## config.mk

```make
export PLATFORM = sky130hd
export DESIGN_NAME = mod_uart_rx
export DESIGN_NICKNAME = d
export VERILOG_FILES = /design/src/rtl/mod_uart_rx.sv
export SDC_FILE = /design/constraint.sdc
export NUM_CORES = 1
export LEC_CHECK = 0
export CAP_MARGIN = 20
export CORE_UTILIZATION = 37
export CTS_BUF_LIST = sky130_fd_sc_hd__clkbuf_4
export DETAILED_ROUTE_END_ITERATION = 10
export SETUP_SLACK_MARGIN = 0.3
export SYNTH_ARGS = -nofsm -noshare
export SYNTH_HDL_FRONTEND = slang
export SYNTH_SLANG_ARGS = --single-unit
```

## constraint.sdc

```tcl
create_clock -name clk -period 4.5 [get_ports clk]
set_input_delay 0.45 -clock clk [delete_from_list [all_inputs] [get_ports clk]]
set_output_delay 0.45 -clock clk [all_outputs]
set_load 0.1 [all_outputs]
```

## src/rtl/mod_uart_rx.sv

```systemverilog
`timescale 1ns/1ps
`default_nettype none
// ============================================================================
//  Module   : mod_uart_rx
//  Purpose  : Memory-mapped 8N1 UART receiver with a byte FIFO, sticky
//             overrun/framing flags and a registered interrupt request.
//
//  Ports    : clk    - system clock
//             rst    - synchronous active-high reset
//             de     - bus select for this module's address window
//             daddr  - byte address, bits [3:2] decoded
//                        0x0 status (R) / control (W)
//                        0x4 receive data (R, pops FIFO)
//                        0x8 flush (W)
//                        0xC reserved, reads 0
//             drw    - bus strobe, bit0 = write, bit1 = read
//             din    - write data
//             dout   - read data (combinational, 0 when de=0)
//             rxd    - asynchronous serial input, idle high
//             o_int  - interrupt request: ie & (ready | ovr | ferr)
//
//  Revision : 1.0 - initial release
// ============================================================================
module mod_uart_rx #(
    parameter int CLKS_PER_BIT = 434,
    parameter int DEPTH_LOG2   = 4
) (
    input  logic        clk,
    input  logic        rst,
    input  logic        de,
    input  logic [31:0] daddr,
    input  logic [1:0]  drw,
    input  logic [31:0] din,
    output logic [31:0] dout,
    input  logic        rxd,
    output logic        o_int
);

    // ------------------------------------------------------------------------
    // Constants
    // ------------------------------------------------------------------------
    localparam int c_depth   = 1 << DEPTH_LOG2;
    localparam int c_baud_w  = (CLKS_PER_BIT > 2) ? $clog2(CLKS_PER_BIT) : 1;
    localparam int c_cnt_w   = DEPTH_LOG2 + 1;

    // Last count value of a full bit period and of a half bit period.
    localparam logic [c_baud_w-1:0] c_baud_last = c_baud_w'(CLKS_PER_BIT - 1);
    localparam logic [c_baud_w-1:0] c_half_last = c_baud_w'(CLKS_PER_BIT / 2 - 1);
    localparam logic [c_cnt_w-1:0]  c_cnt_full  = c_cnt_w'(c_depth);

    // Register select decode of daddr[3:2]
    localparam logic [1:0] c_reg_status = 2'b00;
    localparam logic [1:0] c_reg_data   = 2'b01;
    localparam logic [1:0] c_reg_flush  = 2'b10;

    // ------------------------------------------------------------------------
    // Receive state machine encoding
    // ------------------------------------------------------------------------
    typedef enum logic [1:0] {
        ST_IDLE  = 2'd0,
        ST_START = 2'd1,
        ST_DATA  = 2'd2,
        ST_STOP  = 2'd3
    } state_t;

    state_t                 r_state;
    state_t                 w_state_next;
    logic [c_baud_w-1:0]    r_baud_cnt;
    logic [c_baud_w-1:0]    w_baud_next;
    logic [2:0]             r_bit_cnt;
    logic [2:0]             w_bit_next;
    logic [7:0]             r_shift;
    logic [7:0]             w_shift_next;
    logic                   w_frame_ok;
    logic                   w_frame_err;

    // ------------------------------------------------------------------------
    // Input synchronizer. r_rxd_prev holds the previous synchronized value so
    // the idle state can detect the falling edge of a start bit.
    // ------------------------------------------------------------------------
    logic r_rxd_meta;
    logic r_rxd_sync;
    logic r_rxd_prev;

    always_ff @(posedge clk) begin
        if (rst) begin
            r_rxd_meta <= 1'b1;
            r_rxd_sync <= 1'b1;
            r_rxd_prev <= 1'b1;
        end else begin
            r_rxd_meta <= rxd;
            r_rxd_sync <= r_rxd_meta;
            r_rxd_prev <= r_rxd_sync;
        end
    end

    // ------------------------------------------------------------------------
    // FIFO state and bus decode
    // ------------------------------------------------------------------------
    logic [7:0]             r_mem [c_depth];
    logic [DEPTH_LOG2-1:0]  r_wr_ptr;
    logic [DEPTH_LOG2-1:0]  r_rd_ptr;
    logic [c_cnt_w-1:0]     r_count;
    logic                   w_empty;
    logic                   w_full;
    logic                   w_pop;
    logic                   w_flush;
    logic                   w_ctrl_wr;
    logic                   w_push_ok;
    logic                   w_push_drop;
    logic [DEPTH_LOG2-1:0]  w_wr_addr;

    logic r_ovr;
    logic r_ferr;
    logic r_ie;
    logic r_int;

    assign w_empty   = (r_count == '0);
    assign w_full    = (r_count == c_cnt_full);

    assign w_pop     = de && drw[1] && (daddr[3:2] == c_reg_data) && !w_empty;
    assign w_flush   = de && drw[0] && (daddr[3:2] == c_reg_flush);
    assign w_ctrl_wr = de && drw[0] && (daddr[3:2] == c_reg_status);

    // A push is accepted when there is room, when a pop frees a slot in the
    // same cycle, or when a flush empties the FIFO in the same cycle.
    assign w_push_ok   = w_frame_ok && (w_flush || !w_full || w_pop);
    assign w_push_drop = w_frame_ok && !w_push_ok;

    // A push coinciding with a flush lands in slot 0 so that it becomes the
    // sole entry after the pointers are rewound.
    assign w_wr_addr   = w_flush ? '0 : r_wr_ptr;

    // ------------------------------------------------------------------------
    // Receive FSM: state register
    // ------------------------------------------------------------------------
    always_ff @(posedge clk) begin
        if (rst) begin
            r_state    <= ST_IDLE;
            r_baud_cnt <= '0;
            r_bit_cnt  <= '0;
            r_shift    <= '0;
        end else begin
            r_state    <= w_state_next;
            r_baud_cnt <= w_baud_next;
            r_bit_cnt  <= w_bit_next;
            r_shift    <= w_shift_next;
        end
    end

    // ------------------------------------------------------------------------
    // Receive FSM: next state and frame outputs
    // ------------------------------------------------------------------------
    always_comb begin
        w_state_next = r_state;
        w_baud_next  = r_baud_cnt;
        w_bit_next   = r_bit_cnt;
        w_shift_next = r_shift;
        w_frame_ok   = 1'b0;
        w_frame_err  = 1'b0;

        case (r_state)
            ST_IDLE: begin
                w_baud_next = '0;
                w_bit_next  = '0;
                if (r_rxd_prev && !r_rxd_sync) begin
                    w_state_next = ST_START;
                end
            end

            // Half a bit into the start bit: a line that is high again was a
            // glitch, not a start bit.
            ST_START: begin
                if (r_baud_cnt == c_half_last) begin
                    w_baud_next  = '0;
                    w_state_next = r_rxd_sync ? ST_IDLE : ST_DATA;
                end else begin
                    w_baud_next = r_baud_cnt + 1'b1;
                end
            end

            // From here every sample falls one full bit later, i.e. at the
            // centre of each data bit. Bits arrive LSB first, so shift right.
            ST_DATA: begin
                if (r_baud_cnt == c_baud_last) begin
                    w_baud_next  = '0;
                    w_shift_next = {r_rxd_sync, r_shift[7:1]};
                    w_bit_next   = r_bit_cnt + 1'b1;
                    if (r_bit_cnt == 3'd7) begin
                        w_state_next = ST_STOP;
                    end
                end else begin
                    w_baud_next = r_baud_cnt + 1'b1;
                end
            end

            // Leaving at the stop-bit centre leaves half a bit of margin to
            // catch the falling edge of a back-to-back start bit.
            ST_STOP: begin
                if (r_baud_cnt == c_baud_last) begin
                    w_baud_next  = '0;
                    w_state_next = ST_IDLE;
                    if (r_rxd_sync) begin
                        w_frame_ok = 1'b1;
                    end else begin
                        w_frame_err = 1'b1;
                    end
                end else begin
                    w_baud_next = r_baud_cnt + 1'b1;
                end
            end

            default: begin
                w_state_next = ST_IDLE;
            end
        endcase
    end

    // ------------------------------------------------------------------------
    // FIFO storage (not reset; contents are invisible while count is 0)
    // ------------------------------------------------------------------------
    always_ff @(posedge clk) begin
        if (!rst && w_push_ok) begin
            r_mem[w_wr_addr] <= r_shift;
        end
    end

    // ------------------------------------------------------------------------
    // FIFO pointers and occupancy
    // ------------------------------------------------------------------------
    always_ff @(posedge clk) begin
        if (rst) begin
            r_wr_ptr <= '0;
            r_rd_ptr <= '0;
            r_count  <= '0;
        end else if (w_flush) begin
            r_rd_ptr <= '0;
            r_wr_ptr <= DEPTH_LOG2'(w_push_ok);
            r_count  <= c_cnt_w'(w_push_ok);
        end else begin
            if (w_push_ok) begin
                r_wr_ptr <= r_wr_ptr + 1'b1;
            end
            if (w_pop) begin
                r_rd_ptr <= r_rd_ptr + 1'b1;
            end
            case ({w_push_ok, w_pop})
                2'b10:   r_count <= r_count + 1'b1;
                2'b01:   r_count <= r_count - 1'b1;
                default: r_count <= r_count;
            endcase
        end
    end

    // ------------------------------------------------------------------------
    // Sticky flags, interrupt enable and registered interrupt.
    // A new error event wins over a simultaneous write-1-to-clear so that
    // no event is lost.
    // ------------------------------------------------------------------------
    always_ff @(posedge clk) begin
        if (rst) begin
            r_ovr  <= 1'b0;
            r_ferr <= 1'b0;
            r_ie   <= 1'b0;
            r_int  <= 1'b0;
        end else begin
            r_ovr  <= (r_ovr  && !(w_ctrl_wr && din[2])) || w_push_drop;
            r_ferr <= (r_ferr && !(w_ctrl_wr && din[3])) || w_frame_err;
            if (w_ctrl_wr) begin
                r_ie <= din[4];
            end
            r_int  <= r_ie && (!w_empty || r_ovr || r_ferr);
        end
    end

    assign o_int = r_int;

    // ------------------------------------------------------------------------
    // Read data path
    // ------------------------------------------------------------------------
    logic [31:0] w_status;
    logic [7:0]  w_head;

    always_comb begin
        w_status                   = '0;
        w_status[0]                = !w_empty;
        w_status[1]                = w_full;
        w_status[2]                = r_ovr;
        w_status[3]                = r_ferr;
        w_status[4]                = r_ie;
        w_status[8 +: c_cnt_w]     = r_count;
    end

    assign w_head = w_empty ? 8'h00 : r_mem[r_rd_ptr];

    always_comb begin
        dout = '0;
        if (de) begin
            case (daddr[3:2])
                c_reg_status: dout = w_status;
                c_reg_data:   dout = {24'h0, w_head};
                default:      dout = '0;
            endcase
        end
    end

    // Address and data bits outside the decoded fields are intentionally
    // ignored.
    logic w_unused;
    assign w_unused = &{1'b0, daddr[31:4], daddr[1:0], din[31:5], din[1:0]};

endmodule
`default_nettype wire

```

==> summary.txt <==
Multi-input logic area = 2480 sq um
Via count = 4179
Wire per inst = 18.6 microns
Worst r2r dst = r_count[4]$_SDFFE_PP0P_
H-tree levels = 4
Core area = 19600 sq um
Critical Path Max Stage Delay = 950 ps
Fmax = 276 MHz
DRC viols = 0
Hpwl dp = 10100 microns
Maximum vdd drop = 0.000233 V
Layout cell share with drive strength beyond 1 = 21.6%
Crit-path max FO = 24
Row Count = 51
CTS tree = done
IO Count = 103
Crit. End Element = output port
Final worst path period share = 80.4%
Syn Area/Cell = 14.8 sq um
Clock Root Buffer = clkbuf_4
Hold path endpoint = r_rxd_sync$_SDFF_PP1_
Die height = 144 microns
Total CTS buffers = 17
Reg-to-reg critical path startpoint = r_baud_cnt[0]$_SDFF_PP0_
Final setup fails = 0
Cells after Synth = 504
CTS Sinks = 174
Worst Path Class, Setup = flip-flop to output port
Final min period = 3620 ps
Util after Layout = 42.1%
Pwr/cell area = 324 nW/um^2
Largest net degree at the start of global routing = 25
FF+latch area = 4770 sq um
Initial Util = 38.1%
First-pass GRT wire length = 24200 microns
Seq cells post-synth = 174
Hold slack final = 434 ps
Setup TNS = 0 ps
Number of max-cap violations = 0
Drt pass-1 iters = 4
Slew @ Worst Pin = 1060 ps
Post-synthesis async set-or-reset flop share = 0%
Leakage = 2.66 nW
RSZ-0062 raised after global routing = no
Worst Path Required = 4050 ps
Gr ovfl total = 0
Worst Hold Class = flip-flop to flip-flop
Vias in the first global route = 4210
Detail Route Antenna Nets = 0
Register area share after synthesis = 63.9%
CTS resizes = 0
Critical path, cell by cell = buf_4 -> mux4_2 -> mux2_2 -> a21oi_1 -> o21ai_1 -> buf_4
Die area = 20700 sq um
Vias per std cell = 5.07
Hold depth = 1
GPL Wtd Cong = 0.769
Hold Crit Start = r_rxd_meta$_SDFF_PP1_
Final WL = 15300 microns
Rel. slew slack = 29.1%
Status = finished clean
Filler Cell Count = 1827
Initial DRC Count = 300
Worst-path clk slew = 130 ps
Startpoint Class = flip-flop
EDFF count, synth = 128
Worst skew pair latency = 540 ps
Post-CTS setup buffer count = 0
Cts hold-fix bufs = 0
Most common cell after layout, fill and taps aside = edfxtp_1
Antenna violations before repair = 1
Gr usage total = 16.2%
Die X = 144 microns
Critical path's slowest cell = dfxtp_2
Max Transition Viols Final = 0
Final hold viol count = 0
Most common cell on crit path = buf_4
Top delay family on crit path = flip-flops
Worst path buffer plus inverter count = 2
Worst path arrival time = 3170 ps
CTS max path bufs = 2
Final Skew = 20.3 ps
R2R setup slack = 1360 ps
# nets final = 627
IO Port Bufs = 24
Most frequent cells in the layout = edfxtp_1 (128), nor2_1 (51), dfxtp_1 (45), mux4_2 (33), buf_4 (33)
Worst r2r path cells = 11
Commonest register cell after synthesis = edfxtp_1
Synth unique cells = 60
Mapped Area = 7460 sq um
Layout area overhead = 10.7%
Synth warnings = 0
==> area by class of cell <==
cell class	count	share of cell area, %
tap	265	4.02
antenna	1	0.0303
clock inverter	14	1.70
sequential	174	57.7
timing repair buffer	45	4.46
inverter	9	0.409
clock buffer	18	1.64
multi-input combinational	299	30.0
==> worst reg2reg max path: stages, from the launching register on <==
cell,delay (ps)
dfxtp_1,430
ha_1,200
and4b_1,250
nand3_1,270
nand2_1,260
clkinv_1,250
fa_1,460
a21o_2,210
a21o_2,230
nor3_1,200
o21ai_0,120
nor3b_2,170
==> where the power goes <==
part           total [mW]  switching [mW]  leakage [nW]  internal, mW
Clock               0.877           0.538         0.152         0.339
Combinational       0.101          0.0859         0.954        0.0146
Sequential           1.70         0.00298          1.56          1.70
==> stage by stage <==
stage / std cells / cell area, sq um / worst slack [ps] / total power [mW]
global placement: 792 / 7980 / 1200 / 1.84
detailed placement: 792 / 7980 / 1060 / 1.84
global route: 825 / 8260 / 604 / 2.77
CTS: 824 / 8250 / 757 / 2.71
floorplan: 522 / 7520 / 647 / 1.84
finish: 825 / 8260 / 881 / 2.68
==> routing by layer <==
metal	part of all wire (%)	vias up	GRT usage, %
met2	48	83	25.9
met4	0.85	0	3.98
li1	-	1968	-
met1	47	2118	21.7
met5	0	-	0
met3	4.4	10	4.27
==> synthesized netlist by cell type (2+ instances only) <==
master      n  share of area (%)
clkbuf_1   11               0.55
a21oi_1    13               0.87
and2_1      4               0.34
dfxtp_1    46                 12
buf_6       4               0.60
buf_4      21                2.1
a211oi_1    9               0.91
o21ai_0     5               0.34
or2_2       4               0.34
nor2b_1     4               0.34
a22oi_1     3               0.30
o21ai_1     6               0.40
xnor2_1     7               0.82
and4b_1     3               0.40
inv_1       8               0.40
nand3_1    12               0.81
nor3_1     13               0.87
ha_1       10                1.7
nand2_1    25                1.3
xor2_1      8               0.94
nor3b_1     3               0.30
a21o_1      4               0.40
nor2_1     51                2.6
mux2i_1    16                2.1
nor4_1      5               0.42
nand3b_1    3               0.30
mux4_2     33                 10
buf_2       4               0.27
nand4_1     3               0.25
a21o_2      3               0.35
nand4b_1    4               0.47
and3_1      2               0.17
edfxtp_1  128                 52
mux2_2      3               0.45
==> kinds of logic after synthesis <==
| family | count (synthesis) | share of synthesized area, % |
|---|---|---|
| buffers and inverters | 49 | 3.99 |
| and+or+nand+nor | 151 | 11.2 |
| xor gates and xnor gates | 15 | 1.76 |
| DFF | 174 | 63.9 |
| other | 1 | 0.0503 |
| adders and majority gates | 11 | 1.95 |
| AOI/OAI and AO/OA | 51 | 4.56 |
| muxes | 52 | 12.6 |
==> registers in the layout (all words and copies together), names as in the netlist, named ones only <==
register and count:
r_baud_cnt 9, r_ovr 1, r_mem 128, r_rxd_sync 1
r_rxd_meta 1, r_count 5, r_rxd_prev 1, r_shift 8
r_rd_ptr 4, r_wr_ptr 4, r_ferr 1, o_int 1
r_state 1, r_ie 1, r_bit_cnt 3
==> worst max-delay path by stage <==
stage                         endpoint  slack [ps]       from  cells past startpoint
2_1_floorplan                  dout[5]         650  flip-flop                      4
3_3_place_gp   r_count[4]$_SDFFE_PP0P_        1200   daddr[2]                     12
3_5_place_dp   r_count[4]$_SDFFE_PP0P_        1060   daddr[2]                     12
4_1_cts                        dout[4]         760  flip-flop                      6
5_1_grt                        dout[3]         600  flip-flop                      6
6_report                       dout[4]         880  flip-flop                      6
Power figures use the tool's default switching activity.
